File: config.mk
export PLATFORM = sky130hd
export DESIGN_NAME = ic74163_counter
export DESIGN_NICKNAME = d
export VERILOG_FILES = /design/src/rtl/ic74163_counter.sv
export SDC_FILE = /design/constraint.sdc
export NUM_CORES = 1
export LEC_CHECK = 0
export CAP_MARGIN = 30
export CORE_AREA = 2 2 39 41
export DETAILED_ROUTE_END_ITERATION = 10
export DIE_AREA = 0 0 41 43
export SYNTH_ARGS = -nofsm -noshare
export SYNTH_HDL_FRONTEND = slang
export SYNTH_SLANG_ARGS = --single-unit
File: constraint.sdc
create_clock -name clk -period 2.6 [get_ports clk]
set_input_delay 0.26 -clock clk [delete_from_list [all_inputs] [get_ports clk]]
set_output_delay 0.26 -clock clk [all_outputs]
set_load 0.01 [all_outputs]
File: src/rtl/ic74163_counter.sv
// 74x163-style synchronous presettable modulo-N counter with ripple carry out.
// Define IC74163_EDGE_EN to count once per rising edge of enp instead of on its level.
module ic74163_counter #(
   parameter int WIDTH   = 4,
   parameter int MODULUS = 16
) (
   input  logic             clk,
   input  logic             clr_n,
   input  logic             load_n,
   input  logic             enp,
   input  logic             ent,
   input  logic [WIDTH-1:0] d,
   output logic [WIDTH-1:0] q,
   output logic             rco
);

   localparam logic [WIDTH-1:0] TERM = WIDTH'(MODULUS - 1);

   logic [WIDTH-1:0] cnt_q;
   logic [WIDTH-1:0] cnt_d;
   logic             at_term;
   logic             cnt_en;

   assign at_term = (cnt_q == TERM);

`ifdef IC74163_EDGE_EN
   logic enp_q;
   logic enp_d;

   // Previous enp is tracked every cycle, even while loading.
   always_comb begin
      enp_d = enp;
      if (!clr_n) begin
         enp_d = 1'b0;
      end
   end

   always_ff @(posedge clk) begin
      enp_q <= enp_d;
   end

   assign cnt_en = enp & ~enp_q & ent;
`else
   assign cnt_en = enp & ent;
`endif

   // A loaded value above TERM keeps counting and wraps on WIDTH-bit overflow.
   always_comb begin
      cnt_d = cnt_q;
      if (!clr_n) begin
         cnt_d = '0;
      end else if (!load_n) begin
         cnt_d = d;
      end else if (cnt_en) begin
         if (at_term) begin
            cnt_d = '0;
         end else begin
            cnt_d = cnt_q + WIDTH'(1);
         end
      end
   end

   always_ff @(posedge clk) begin
      cnt_q <= cnt_d;
   end

   assign q   = cnt_q;
   assign rco = ent & at_term;

endmodule

# Word level (Yosys, flattened, before mapping)

Cells that the tools add are included.

$add $sub $neg: 1
Equal/unequal tests: 2
Multiplexer cells: 3
Bitwise gates (word level): 2

Operators with widths:

| operator                                                         | count |
|---|---|
| 4-bit 2-to-1 mux                                                 | 3 |
| 4-bit by 1-bit adder with 4-bit output (second input constant)   | 1 |
| 4-bit == test (second input constant)                            | 1 |
| 1-bit AND                                                        | 2 |
| 2-bit by 1-bit != test with 1-bit output (second input constant) | 1 |

Register bits after elaboration: 4
Input port bits: 9
Output and inout port bits: 5
Word-level logic and storage cells: 9

# Depth between registers and ports, before layout

Word-level depth: 4
Mapped depth: 4
Gate-level depth less buffers: 4

# Least setup slack after synthesis

OpenSTA, ideal clock, no wires.

Path type: register -> output
Start: register cnt_q[0], in the netlist q[0]
End: output port rco
Data arrival time: 0.898 ns
Required time: 2.340 ns
Path slack: 1.442 ns
Cell stages (with the launch flop): 3
Path buffers: 0
Cell sequence: dfxtp_1 > ha_1 > and4_2

Word-level cells in the longest chain between the ends: 2

Ends and longest elaborated chain:

| element                | line | RTL |
|---|---|---|
| start, declared        | 19   | `logic [WIDTH-1:0] cnt_q;` |
| start signal, assigned | 64   | `cnt_q <= cnt_d;` |
| 4-bit == test          | 24   | `assign at_term = (cnt_q == TERM);` |
| 1-bit AND              | 68   | `assign rco = ent & at_term;` |
| end, declared          | 14   | `output logic rco` |

No other way between the ends.

# Worst setup path after layout

Ends and elaborated chain as after synthesis.

==> impl_metrics.json <==
{
  "status": "complete, no violations",
  "seq_area_um2": 80.1,
  "firstDrtPassIters": 4,
  "synth_cell_type_count": 16,
  "hold_viol": 0,
  "multi_input_area_um2": 140,
  "io_buffers": 13,
  "die_area_um2": 1760,
  "power_mw": 0.191,
  "r2r-end": "q[0]",
  "holdBufCountCts": 0,
  "std_cell_rows": 14,
  "max_slew.worst_pin.slew_ns": 0.240,
  "slew_headroom": 0.839,
  "holdCritStartpoint": "q[1]",
  "ys_ff_latch": 4,
  "wirelength_um": 589,
  "rr_startpoint": "q[0]",
  "synthCells": 27,
  "grt_usage": 0.0814,
  "syn_avg_cell_area_um2": 8.30,
  "via_per_inst": 4.56,
  "ant_nets": 0,
  "skew_ns": 0.00195,
  "cts_tree": "yes",
  "syn_area_um2": 224,
  "drtIter0Drc": 8,
  "grt-ovfl-total": 0,
  "holdWs_ns": 0.541,
  "leakagePower_nw": 0.142,
  "syn_to_final_growth_pct": 77.1,
  "postCtsSetupBuffers": 0,
  "max_freq_mhz": 530,
  "cts_buffers": 3,
  "num_vias": 269,
  "arrival_ns": 1.63,
  "worstPathRequired_ns": 2.34,
  "fp.dieW_um": 41,
  "yosys_warnings": 0,
  "p_per_area_nw_per_um2": 481,
  "hp-class": "reg -> reg",
  "synth.top_cell.area_share": 0.358,
  "largest_reg_flops": 4,
  "holdPathStages": 2,
  "ff2ff_path_depth": 3,
  "ir_worst_vdd_uv": 177,
  "cp_max_fo": 6,
  "clk_path_buf_depth": 2,
  "crit_path_end_kind": "output port",
  "finalSetupViolCount": 0,
  "min_to": "q[1]",
  "drive_above_1_share": 0.116,
  "rsz0062_at_grt": "false",
  "finalSetupTns_ns": 0,
  "antenna_cells": 0,
  "final_util": 0.287,
  "post_drt_wl_per_cell_um": 9.98,
  "drc": 0,
  "cts_root_buf": "clkbuf_4",
  "fin_crit_sh": 0.726,
  "cts.sinks": 4,
  "dieHeight_um": 43,
  "cts-resized-gates": 0,
  "nNetsFinal": 55,
  "yosys-top-cells-area": "dfxtp_1, o21ai_0, a21oi_1",
  "stdcell_area_um2": 397,
  "antenna_found_initial": 0,
  "grt_pass1_wl_um": 890,
  "ios": 14,
  "reg2reg_setup_slack_ns": 1.42,
  "clk-insertion-delay-late_ns": 0.24,
  "path_class": "reg -> out",
  "finalCriticalPeriod_ns": 1.89,
  "crit_path_start_kind": "flip-flop",
  "seq_area_frac_synth": 0.358,
  "post-synth-top-area-cell": "dfxtp_1",
  "place_area_um2": 374,
  "htreeDepth": 1,
  "fill_cells": 155,
  "syn_nets": 37,
  "core-area_um2": 1380,
  "cap_viol_max_count": 0,
  "start_util": 0.162,
  "grt_pass1_vias": 240,
  "clk_pin_slew_ns": 0.04,
  "drv_slew": 0,
  "gp_congestion": 0.686,
  "grt_max_degree": 9
}
## kinds of logic (layout without fill, tap and decap cells)
family | count (synthesis) | after routing | synth area share
compound gates | 11 | 11 | 0.302
xor+xnor | 1 | 1 | 0.0391
fa+ha+maj | 1 | 1 | 0.0559
buf+inv | 1 | 17 | 0.0167
flops | 4 | 4 | 0.358
simple gates | 9 | 9 | 0.229
## synth_stat cells
master	number
o21a_1	1
a311oi_1	1
dfxtp_1	4
and4_2	1
nand2_1	2
nand4b_1	1
a311o_1	1
a21oi_1	3
nand3_1	3
inv_1	1
a31oi_1	1
ha_1	1
nor2_1	1
o21ai_0	4
xor2_1	1
nand2_2	1
## metal layers
metal / vias to the layer above / routed length, µm / global-route usage
met3: 2 / 64 / 0.0314
met5: - / 0 / 0
li1: 138 / - / -
met2: 12 / 224 / 0.0875
met4: 0 / 10 / 0.100
met1: 117 / 289 / 0.103
## final cells by class
class                      count  area share
inverter                       1     0.00946
multi-input combinational     22       0.353
tap                           16      0.0505
timing repair buffer          13       0.328
sequential                     4       0.202
clock buffer                   3      0.0568
## per-stage QoR
stage	cells	setup WS (ns)
3_5_place_dp	56	0.766
3_3_place_gp	56	0.783
6_report	59	0.712
5_1_grt	59	0.636
4_1_cts	59	0.712
2_1_floorplan	27	1.44
## worst max-delay path: stages (launching register included)
cell             delay [ns]
dfxtp_1                0.41
ha_1                   0.24
and4_2                 0.22
clkdlybuf4s50_1        0.52
## worst max-delay path by stage
stage / cells past startpoint / from / end / slack (ns)
2_1_floorplan: 2 / q[0] / rco / 1.44
3_3_place_gp: 3 / ent / rco / 0.78
3_5_place_dp: 3 / ent / rco / 0.77
4_1_cts: 3 / q[0] / rco / 0.71
5_1_grt: 3 / q[0] / rco / 0.64
6_report: 3 / q[0] / rco / 0.71
## report_power, final
group,internal (mW),switching (mW)
logic,0.0247,0.0152
registers,0.0664,0.00615
clock network,0.0517,0.0265
total,0.143,0.0478
## layout by cell type (no fill, tap or decap), types with 2 or more instances in the layout
master           instances
clkdlybuf4s50_1         13
o21ai_0                  4
dfxtp_1                  4
nand3_1                  3
a21oi_1                  3
clkbuf_4                 3
nand2_1                  2
(Power assumes the default switching activity.)
